### config.mk
export PLATFORM = sky130hd
export DESIGN_NAME = inst_decode_stage
export DESIGN_NICKNAME = d
export VERILOG_FILES = /design/src/rtl/inst_decode_stage.sv
export SDC_FILE = /design/constraint.sdc
export NUM_CORES = 1
export LEC_CHECK = 0
export CORE_MARGIN = 5
export CORE_UTILIZATION = 51
export CTS_BUF_LIST = sky130_fd_sc_hd__clkbuf_2 sky130_fd_sc_hd__clkbuf_4 sky130_fd_sc_hd__clkbuf_8
export DETAILED_ROUTE_END_ITERATION = 10
export DONT_BUFFER_PORTS = 1
export PLACE_DENSITY = 0.66
export SLEW_MARGIN = 20
export SYNTH_ARGS = -nofsm -noshare
export SYNTH_HDL_FRONTEND = slang
export SYNTH_SLANG_ARGS = --single-unit
### constraint.sdc
create_clock -name clk -period 5 [get_ports clk]
set_clock_uncertainty 0.15 [all_clocks]
set_input_delay 1 -clock clk [delete_from_list [all_inputs] [get_ports clk]]
set_output_delay 1 -clock clk [all_outputs]
set_load 0.01 [all_outputs]
### src/rtl/inst_decode_stage.sv
// IF/ID decode stage: registers the fetched MIPS word, splits it into fields and
// produces the main execute controls, with flush/stall and a saturating decode counter.
module inst_decode_stage #(
    parameter int CNT_W = 16
) (
    input  logic             clk,
    input  logic             rst,
    input  logic [31:0]      inst_code,
    input  logic             inst_valid,
    input  logic             stall,
    input  logic             flush,
    output logic             id_valid,
    output logic [5:0]       opcode,
    output logic [4:0]       rs,
    output logic [4:0]       rt,
    output logic [4:0]       rd,
    output logic [4:0]       shamt,
    output logic [5:0]       funct,
    output logic [31:0]      imm_ext,
    output logic [25:0]      jaddr,
    output logic [3:0]       alu_op,
    output logic             reg_write,
    output logic             reg_dst,
    output logic             alu_src,
    output logic             mem_read,
    output logic             mem_write,
    output logic             branch,
    output logic             jump,
    output logic             illegal,
    output logic [CNT_W-1:0] inst_cnt
);

    localparam logic [5:0] OP_RTYPE = 6'h00, OP_ADDI = 6'h08, OP_ANDI = 6'h0C, OP_ORI = 6'h0D,
                           OP_LUI   = 6'h0F, OP_LW   = 6'h23, OP_SW   = 6'h2B, OP_BEQ = 6'h04,
                           OP_BNE   = 6'h05, OP_J    = 6'h02;

    localparam logic [5:0] FN_ADD = 6'h20, FN_SUB = 6'h22, FN_AND = 6'h24, FN_OR = 6'h25,
                           FN_SLT = 6'h2A, FN_SLL = 6'h00, FN_SRL = 6'h02;

    localparam logic [3:0] ALU_ADD = 4'd0, ALU_SUB = 4'd1, ALU_AND = 4'd2, ALU_OR  = 4'd3,
                           ALU_SLT = 4'd4, ALU_SLL = 4'd5, ALU_SRL = 4'd6, ALU_LUI = 4'd7;

    typedef struct packed {
        logic [5:0]  opcode;
        logic [4:0]  rs;
        logic [4:0]  rt;
        logic [4:0]  rd;
        logic [4:0]  shamt;
        logic [5:0]  funct;
        logic [31:0] imm_ext;
        logic [25:0] jaddr;
        logic [3:0]  alu_op;
        logic        reg_write;
        logic        reg_dst;
        logic        alu_src;
        logic        mem_read;
        logic        mem_write;
        logic        branch;
        logic        jump;
        logic        illegal;
    } dec_t;

    dec_t             dec_d;
    dec_t             dec_q;
    logic             vld_q;
    logic [CNT_W-1:0] cnt_q;
    logic [15:0]      imm16;
    logic [4:0]       dest;

    assign imm16 = inst_code[15:0];

    always_comb begin
        dec_d         = '0;
        dec_d.opcode  = inst_code[31:26];
        dec_d.rs      = inst_code[25:21];
        dec_d.rt      = inst_code[20:16];
        dec_d.rd      = inst_code[15:11];
        dec_d.shamt   = inst_code[10:6];
        dec_d.funct   = inst_code[5:0];
        dec_d.jaddr   = inst_code[25:0];
        dec_d.imm_ext = {{16{imm16[15]}}, imm16};

        case (inst_code[31:26])
            OP_RTYPE: begin
                dec_d.reg_dst   = 1'b1;
                dec_d.reg_write = 1'b1;
                case (inst_code[5:0])
                    FN_ADD:  dec_d.alu_op = ALU_ADD;
                    FN_SUB:  dec_d.alu_op = ALU_SUB;
                    FN_AND:  dec_d.alu_op = ALU_AND;
                    FN_OR:   dec_d.alu_op = ALU_OR;
                    FN_SLT:  dec_d.alu_op = ALU_SLT;
                    FN_SLL:  dec_d.alu_op = ALU_SLL;
                    FN_SRL:  dec_d.alu_op = ALU_SRL;
                    default: dec_d.illegal = 1'b1;
                endcase
            end
            OP_ADDI: begin
                dec_d.alu_src   = 1'b1;
                dec_d.reg_write = 1'b1;
            end
            OP_ANDI: begin
                dec_d.alu_op    = ALU_AND;
                dec_d.alu_src   = 1'b1;
                dec_d.reg_write = 1'b1;
                dec_d.imm_ext   = {16'h0, imm16};
            end
            OP_ORI: begin
                dec_d.alu_op    = ALU_OR;
                dec_d.alu_src   = 1'b1;
                dec_d.reg_write = 1'b1;
                dec_d.imm_ext   = {16'h0, imm16};
            end
            OP_LUI: begin
                dec_d.alu_op    = ALU_LUI;
                dec_d.alu_src   = 1'b1;
                dec_d.reg_write = 1'b1;
                dec_d.imm_ext   = {imm16, 16'h0};
            end
            OP_LW: begin
                dec_d.alu_src   = 1'b1;
                dec_d.mem_read  = 1'b1;
                dec_d.reg_write = 1'b1;
            end
            OP_SW: begin
                dec_d.alu_src   = 1'b1;
                dec_d.mem_write = 1'b1;
            end
            OP_BEQ, OP_BNE: begin
                dec_d.alu_op = ALU_SUB;
                dec_d.branch = 1'b1;
            end
            OP_J:    dec_d.jump    = 1'b1;
            default: dec_d.illegal = 1'b1;
        endcase

        // An illegal word keeps its fields but must not drive any execute control.
        if (dec_d.illegal) begin
            dec_d.alu_op    = ALU_ADD;
            dec_d.reg_dst   = 1'b0;
            dec_d.reg_write = 1'b0;
        end

        dest = dec_d.reg_dst ? dec_d.rd : dec_d.rt;
        if (dest == 5'd0)
            dec_d.reg_write = 1'b0;
    end

    always_ff @(posedge clk or negedge rst) begin
        if (!rst) begin
            dec_q <= '0;
            vld_q <= 1'b0;
            cnt_q <= '0;
        end else if (flush) begin
            dec_q <= '0;
            vld_q <= 1'b0;
        end else if (!stall) begin
            if (inst_valid) begin
                dec_q <= dec_d;
                vld_q <= 1'b1;
                if (cnt_q != {CNT_W{1'b1}})
                    cnt_q <= cnt_q + CNT_W'(1);
            end else begin
                dec_q <= '0;
                vld_q <= 1'b0;
            end
        end
    end

    assign id_valid  = vld_q;
    assign opcode    = dec_q.opcode;
    assign rs        = dec_q.rs;
    assign rt        = dec_q.rt;
    assign rd        = dec_q.rd;
    assign shamt     = dec_q.shamt;
    assign funct     = dec_q.funct;
    assign imm_ext   = dec_q.imm_ext;
    assign jaddr     = dec_q.jaddr;
    assign alu_op    = dec_q.alu_op;
    assign reg_write = dec_q.reg_write;
    assign reg_dst   = dec_q.reg_dst;
    assign alu_src   = dec_q.alu_src;
    assign mem_read  = dec_q.mem_read;
    assign mem_write = dec_q.mem_write;
    assign branch    = dec_q.branch;
    assign jump      = dec_q.jump;
    assign illegal   = dec_q.illegal;
    assign inst_cnt  = cnt_q;

endmodule

Word level (Yosys, flattened, before mapping)

Index checks and enable logic that the tools add are counted.

Register bits: 119
Word-level logic and storage cells: 70
Input port bits: 37

Muxes and demuxes: 21
Add/subtract/negate cells: 1
Bitwise gates (word level): 2
Reduce and logical (&&, ||, !) cells: 10
Equal/unequal tests: 17

Operators with widths:

| cell                                                   | number |
|---|---|
| 2-to-1 mux 102 bit                                     | 3 |
| case mux 32 bit (2 select lines)                       | 1 |
| equality test 6 bit (second input constant)            | 7 |
| equality test 6 x 4 -> 1 bit (second input constant)   | 4 |
| case mux 4 bit (5 select lines)                        | 1 |
| case mux 3 bit (6 select lines)                        | 1 |
| adder 16 x 1 -> 16 bit (second input constant)         | 1 |
| inequality test 16 bit (second input constant)         | 1 |
| equality test 6 x 2 -> 1 bit (second input constant)   | 2 |
| equality test 6 x 3 -> 1 bit (second input constant)   | 2 |
| zero test 6 bit                                        | 2 |
| 2-to-1 mux 1 bit                                       | 12 |
| OR reduction 6 bit                                     | 2 |
| OR reduction 9 bit                                     | 1 |
| OR reduction 7 bit                                     | 1 |
| 2-to-1 mux 6 bit                                       | 1 |
| zero test 5 bit                                        | 1 |
| 2-to-1 mux 5 bit                                       | 1 |
| AND reduction 4 bit                                    | 1 |
| OR reduction 2 bit                                     | 2 |
| inequality test 2 x 1 -> 1 bit (second input constant) | 1 |
| NOT 1 bit                                              | 2 |
| case mux 1 bit (2 select lines)                        | 1 |

Logic depth before layout (Yosys ltp)

Gate-level depths: netlist of the first run.

Depth after elaboration: 11
Gate-level depth with buffers: 7
Depth with buffers taken out: 6

Worst setup path after synthesis of the first run

Ideal clock, no wire load.

Path kind: input -> register
From: input inst_code[30]
To: register dec_q, in the netlist reg_write
Cell stages on the path: 5
Setup slack: 2.278 ns
Buffers on the path: 0
Arrival time: 2.450 ns
Required time: 4.728 ns
Cell sequence: or4_4 or4_4 a31oi_4 a31oi_1 a32o_1

Cells in the longest elaborated chain, start to end: 10
Elaborated cells between the ends (all ways): 22
Those cells by class: eq/ne: 9; mux: 9; reduce/logical: 4

RTL lines:

| what                                                 | RTL line | text |
|---|---|---|
| start: declaration                                   | 8        | `input logic [31:0] inst_code,` |
| equality test 6 x 3 -> 1 bit (tied with other cells) | 83       | `case (inst_code[31:26])` |
| OR reduction 9 bit (no source line)                  | --       |  |
| case mux 1 bit (2 select lines)                      | 83       |  |
| 2-to-1 mux 6 bit *                                   | 138      | `if (dec_d.illegal) begin` |
| 2-to-1 mux 5 bit                                     | 144      | `dest = dec_d.reg_dst ? dec_d.rd : dec_d.rt;` |
| zero test 5 bit                                      | 145      | `if (dest == 5'd0)` |
| 2-to-1 mux 1 bit *                                   | 145      |  |
| 2-to-1 mux 102 bit *                                 | 158      | `if (inst_valid) begin` |
| 2-to-1 mux 102 bit *                                 | 157      | `end else if (!stall) begin` |
| 2-to-1 mux 102 bit *                                 | 154      | `end else if (flush) begin` |
| end signal: assignment                               | 151      | `dec_q <= '0;` |
| end signal: assignment                               | 155      | `dec_q <= '0;` |
| end signal: assignment                               | 159      | `dec_q <= dec_d;` |
| end: declaration                                     | 64       | `dec_t dec_q;` |

Mark *: on every way between the ends. The rest lies on a longest branch, timed or not. The select of a mux whose other input is x is not followed.
A chain may end at the register's enable or synchronous reset.

Final worst setup path of the first run

Same ends and word-level chain as after synthesis.

==> results of run 1 <==
[metrics by stage]
stage          instance area, um2  power (uW)  setup WS [ns]  utilization (%)
3_3_place_gp                 4000         953           2.24             51.2
4_1_cts                      4220        1510           2.61             54.1
2_1_floorplan                4140         948           2.28                -
5_1_grt                      4220        1560           2.57             54.1
6_report                     4220        1500           2.59             54.1
3_5_place_dp                 4000         956           2.22             51.2
[worst max-delay path by stage]
stage          cells past startpoint  slack, ns     endpoint
2_1_floorplan                      5       2.28    reg_write
3_3_place_gp                       5       2.24    reg_write
3_5_place_dp                       5       2.22    reg_write
4_1_cts                            5       2.61    reg_write
5_1_grt                            5       2.57  imm_ext[26]
6_report                           5       2.59    reg_write
[cell type report]
cell class | instances | area [um2]
clock buffers | 9 | 124
well taps | 102 | 128
repair buffers | 3 | 22.5
inverters | 2 | 7.51
fillers | 671 | 3590
flip-flops and latches | 92 | 2300
multi-input cells | 230 | 1540
clock inverters | 7 | 96.3
[flip-flops by register name (all words and copies together) (netlist names), 4 cells and up]
name,count
funct,5
imm_ext,32
inst_cnt,16
jaddr,5
opcode,6
rd,4
rs,4
rt,4
shamt,4
[kinds of logic (layout without fill, tap and decap cells)]
logic type      after synthesis  in the layout
mux                           2              2
flops                        92             92
simple gates                113            113
xor+xnor                     13             13
other cells                   1              1
buf+inv                      55             21
compound gates              100            100
fa+ha+maj                     1              1
[worst max-delay path: cells and delay by family]
family,cells,cell delay [ns]
and+or+nand+nor,2,0.97
AOI/OAI and AO/OA,3,0.53
[metal layers]
layer	share of wire (%)	wire length, um	vias to the layer above
met5	0	0	-
met4	0.81	80	0
met3	10	996	9
met2	47	4670	106
met1	42	4180	1398
li1	-	-	1267
[cell usage in the layout (no fill, tap or decap), drive strengths merged, types with 2 or more instances in the layout]
cell,count
dfrtp,92
a22o,54
nand2,48
o21ai,22
xnor2,11
nand3,10
clkbuf,9
nor3,8
nor2,7
a21oi,7
nand4,6
a32o,6
nor4,5
a31oi,5
nor3b,5
inv,5
nor2b,4
and3,3
buf,3
or4,3
mux2,2
xor2,2
nand2b,2
and2b,2
or3,2
or4bb,2
clkinv,2
bufinv,2
nor4b,2
[cell usage after synthesis, drive strengths merged (2+ instances only)]
cell type | number | area, um2
mux2 | 2 | 22.5
and3 | 3 | 18.8
nand2b | 2 | 12.5
buf | 30 | 215
a31oi | 5 | 46.3
nor4 | 5 | 31.3
or4 | 3 | 30.0
clkbuf | 23 | 86.3
a22o | 54 | 473
or3 | 2 | 12.5
or4bb | 2 | 22.5
xnor2 | 11 | 96.3
nand3 | 10 | 50.1
a32o | 6 | 60.1
o21ai | 22 | 110
nor2b | 4 | 25.0
dfrtp | 92 | 2300
nand4 | 6 | 37.5
nor2 | 7 | 26.3
a21oi | 7 | 35.0
and2b | 2 | 15.0
xor2 | 2 | 17.5
nor3 | 8 | 40.0
nor4b | 2 | 23.8
inv | 2 | 7.51
nand2 | 48 | 180
nor3b | 5 | 37.5
[where the power goes]
group          leakage, uW  switching (uW)  internal [uW]  total (uW)
logic             0.000588            46.0           44.5        90.5
clock network     0.000114             271            285         557
registers          0.00126            66.7            782         849
==> impl_metrics.yaml, run 1 <==
drt:
  drc_errors: 0
  detail_route.first_pass.iterations: 4
  via_count: 2780
  totalWireLength_um: 9920
  antenna_left: 0
  detail_route.vias_per_cell: 6.25
  routed_wire_length_per_instance_um: 22.3
  detailedRoute.firstIterationViolations: 162
worst_setup_path:
  critPathMaxFanout: 8
  crit_path_start: "inst_code[30]"
  r2r_setup_slack_ns: 2.97
  critPathKind: "primary input to flop"
  worstPathArrival_ns: 2.50
  rr_endpoint: "inst_cnt[1]"
  cpMaxStageDelayCell: "or4_4"
  critical_path_required_ns: 5.10
  worstPathCellList: "or4_4 > or4_4 > a31oi_4 > a31oi_1 > a32o_1"
  worstRegToRegCells: 5
  timing.rr.start: "inst_cnt[0]"
  cp_slowest_stage_delay_ns: 0.53
  critPathLaunchType: "primary input"
  worstSetupEndpointType: "flop"
  path_common_cell: "or4_4"
sta:
  worst_pin_slew_ns: 0.905
  maxSlewHeadroom_pct: 39.6
  final_hold_vios: 0
  fmax_ghz: 0.416
  drv_slew: 0
  final_period_minus_worst_setup_slack_ns: 2.41
  unrepaired_setup_endpoints_after_global_routing: "no"
  hold-worst-slack_ns: 0.176
  tns_ns: 0
  layout_worst_path_cycle_share_pct: 48.1
  final-setup-viol-count: 0
global_route:
  grt_max_degree: 93
  gr-total-overflow: 0
  grt_pass1_wl_um: 15600
  gr-usage-met1_pct: 26.1
  grtUsageMet3_pct: 7.02
  grtUsageMet2_pct: 30.4
  vias_in_the_first_global_route: 2687
  grt_antenna_before_repair: 0
  grt-busiest-layer: "met2"
  global_route.usage.total_pct: 19.6
synth:
  fraction_of_the_mapped_netlist_area_in_compound_gates_pct: 18.8
  post_synth_num_cell_types: 44
  synth_xor_area_share_pct: 2.75
  synth_top_family_by_area: "compound AO/OA/AOI/OAI gates"
  post_synth_fa_ha_maj_area_fraction_pct: 0.302
  avgSynthCellArea_um2: 11.0
  synth.ff_latch_count: 92
  synth_simple_gate_area_share_pct: 14.4
  synth_flop_cell: "dfrtp_1"
  syn-instance-count: 377
  post_synth_instance_area_mm2: 0.00414
  post_synthesis_sequential_area_ratio_pct: 55.6
  proportion_of_synthesized_area_in_mux_cells_pct: 0.544
  synth_warnings: 0
  edff_count_synth: 0
  syn_nets: 415
  asyncSetResetFlopFracSynth_pct: 100
floorplanning:
  fp.coreArea_mm2: 0.00781
  top_level_ports: 156
  die_w_um: 100
  die-area_mm2: 0.0100
  number_of_placement_rows: 32
  initial_utilization_pct: 53.0
  fp.dieH_um: 100
finish:
  final_layout_size_suffix_gt1_share_pct: 8.45
  area_growth_syn_to_layout_pct: 1.96
  final_nets: 376
  stdcell_count: 445
  insertedDiodeCount: 0
clocking:
  clock_pin_slew_on_the_worst_setup_and_hold_paths_ns: 0.09
  level_count_of_the_clock_h_tree: 3
  tritoncts_num_sinks: 92
  clkLatencyLatePin_ns: 0.35
  tritoncts_clock_tree: "yes"
  cts_root_buf: "clkbuf_8"
  number_of_cts_inserted_buffers: 9
  holdBufCountCts: 0
  post_cts.resized_instances: 0
  cts_buffer_depth: 2
  cts_post_setup_buffers_inserted: 0
placed_design:
  dpl.hpwl_um: 6790
  port-buffer-count: 0
  dp_cells: 429
  gp_congestion: 0.806
worst_hold_path:
  hold_class: "primary input to async pin"
pwr:
  p_leak_uw: 0.00196
  p_per_area_mw_per_mm2: 354
  vdd_drop_max_mv: 0.214
outcome:
  run_status: "finished, final reports clean"
flow_run:
  max-cap-violations: 0
Note: power is estimated with default switching activity, not from simulation.
==> run 2: changes to the inputs <==
clock period = 2.4 ns   (was 5 ns; I/O delays follow)
==> run 2 against run 1 <==
Against the previous run: worst hold slack got worse by 0.52 ns; power rose by 95%; sequential share of layout area fell by 0.15 points; global-route usage rose by 0.34 points; wire length rose by 0.87%; core utilization rose by 0.14 points; critical endpoint is now inst_cnt[15]; final area rose by 0.27%; the run now ends with negative hold slack left; via count did not move; clock power rose by 69%; die area did not move; register-to-register slack got worse by 2.6 ns.
==> impl_metrics.yaml, run 2 (same netlist as run 1, synthesis figures left out) <==
outcome:
  run_status: "finished, violations left"
  violated_checks: "negative hold slack"
floorplanning:
  die_w_um: 100
  number_of_placement_rows: 32
  die-area_mm2: 0.0100
  fp.dieH_um: 100
  top_level_ports: 156
  initial_utilization_pct: 53.0
  fp.coreArea_mm2: 0.00781
placed_design:
  gp_congestion: 0.832
  post_dp_cell_area_mm2: 0.00406
  dpl.hpwl_um: 6920
  port-buffer-count: 0
finish:
  final_area_mm2: 0.00423
  area_growth_syn_to_layout_pct: 2.24
  final_common_cell: "dfrtp_1"
  largest_register_ffs: 32
  insertedDiodeCount: 0
  most-common-layout-cells: "92 x dfrtp_1, 54 x a22o_1, 48 x nand2_1"
  final_layout_size_suffix_gt1_share_pct: 10.0
  final_nets: 382
sta:
  final_period_minus_worst_setup_slack_ns: 2.06
  maxSlewHeadroom_pct: 62.8
  drv_slew: 0
  layout_worst_path_cycle_share_pct: 85.7
  final_hold_vios: 92
  worst_pin_slew_ns: 0.556
  unrepaired_setup_endpoints_after_global_routing: "no"
  tns_ns: 0
  final-setup-viol-count: 0
  hold-worst-slack_ns: -0.341
  fmax_ghz: 0.486
clocking:
  post_cts.resized_instances: 0
  number_of_cts_inserted_buffers: 9
  cts_buffer_depth: 2
  tritoncts_clock_tree: "yes"
  cts_root_buf: "clkbuf_8"
  clock_pin_slew_on_the_worst_setup_and_hold_paths_ns: 0.10
  clkLatencyLatePin_ns: 0.35
  level_count_of_the_clock_h_tree: 3
  cts_post_setup_buffers_inserted: 0
  tritoncts_num_sinks: 92
flow_run:
  max-cap-violations: 0
pwr:
  p_leak_uw: 0.00196
  power.share.clock_pct: 32.4
  seqPwrFrac_pct: 60.8
  combPwrFrac_pct: 6.8
  vdd_drop_max_mv: 0.354
  p_sw_share_pct: 27.6
  p_per_area_mw_per_mm2: 688
  p_switching_uw: 804
  totalPowerFinal_uw: 2910
  power.internal_uw: 2110
worst_setup_path:
  r2r_setup_slack_ns: 0.34
  worstSetupEndpointType: "flop"
  critPathKind: "flop to flop"
  critical_path_required_ns: 2.49
  critPathLaunchType: "flop"
  worstPathArrival_ns: 2.15
  critPathMaxFanout: 5
global_route:
  grt_antenna_before_repair: 0
  gr-total-overflow: 0
  grt_pass1_wl_um: 15800
  vias_in_the_first_global_route: 2742
  grt_max_degree: 93
  global_route.usage.total_pct: 19.9
drt:
  totalWireLength_um: 10000
  drc_errors: 0
  antenna_left: 0
  routed_wire_length_per_instance_um: 22.2
  detailedRoute.firstIterationViolations: 181
  via_count: 2780
  detail_route.vias_per_cell: 6.16
  detail_route.first_pass.iterations: 4
worst_hold_path:
  hold_class: "primary input to async pin"
run 2: cell count changes in the layout (fill, tap and decap cells not counted), sizes merged:
| cell | delta |
|---|---|
| inv | -1 |
| buf | +6 |
| bufinv | -2 |
| clkinvlp | +3 |
run 2: power groups by stage:
stage               combinational (uW)  clock (uW)  sequential, uW
floorplan                          210           0            1760
CTS                                201         974            1770
global placement                   191           0            1800
detailed placement                 198           0            1810
finish                             198         942            1770
global route                       222        1050            1790
run 2: stage by stage:
| step | std cells | util, % | setup WS [ns] | hold WS, ns |
|---|---|---|---|---|
| final | 451 | 54.2 | 0.342 | -0.341 |
| after global routing | 451 | 54.2 | 0.241 | -0.367 |
| after CTS | 451 | 54.2 | 0.337 | -0.361 |
| after detailed placement | 435 | 52.0 | 0.141 | 0.0368 |
| after global placement | 435 | 52.0 | 0.163 | 0.0368 |
| after floorplan | 377 | - | 0.198 | 0.0344 |
run 2: area by class of cell:
cell class	instances	area, um2
timing repair buffer	9	80.1
clock inverter	7	50.0
multi-input combinational	230	1540
fill	689	3570
sequential	92	2300
inverter	2	7.51
tap	102	128
clock buffer	9	124
run 2: worst max-delay path, cell delays in order, from the launching register on:
cell,delay (ns)
dfrtp_1,0.47
ha_1,0.26
nand2_1,0.13
nor4_1,0.07
nor4b_2,0.53
nand4_1,0.18
xnor2_1,0.15
run 2: worst paths after layout:
path | from | cells after the start | end
min in group clk | inst_code[9] | 1 | shamt[3]
max in group asynchronous | rst | 0 | opcode[2]
worst max register to register | inst_cnt[0] | 6 | inst_cnt[15]
worst min-delay path | rst | 0 | shamt[3]
worst min register to register | imm_ext[26] | 2 | imm_ext[26]
worst max-delay path | inst_cnt[0] | 6 | inst_cnt[15]
run 2: layer usage:
layer  vias to the layer above  part of all wire, %  track usage (%)
met5                         -                    0                0
met2                       107                   47             30.1
met1                      1386                   42             27.4
met4                         0                  1.2             6.84
met3                        11                  9.6             6.18
li1                       1276                    -                -
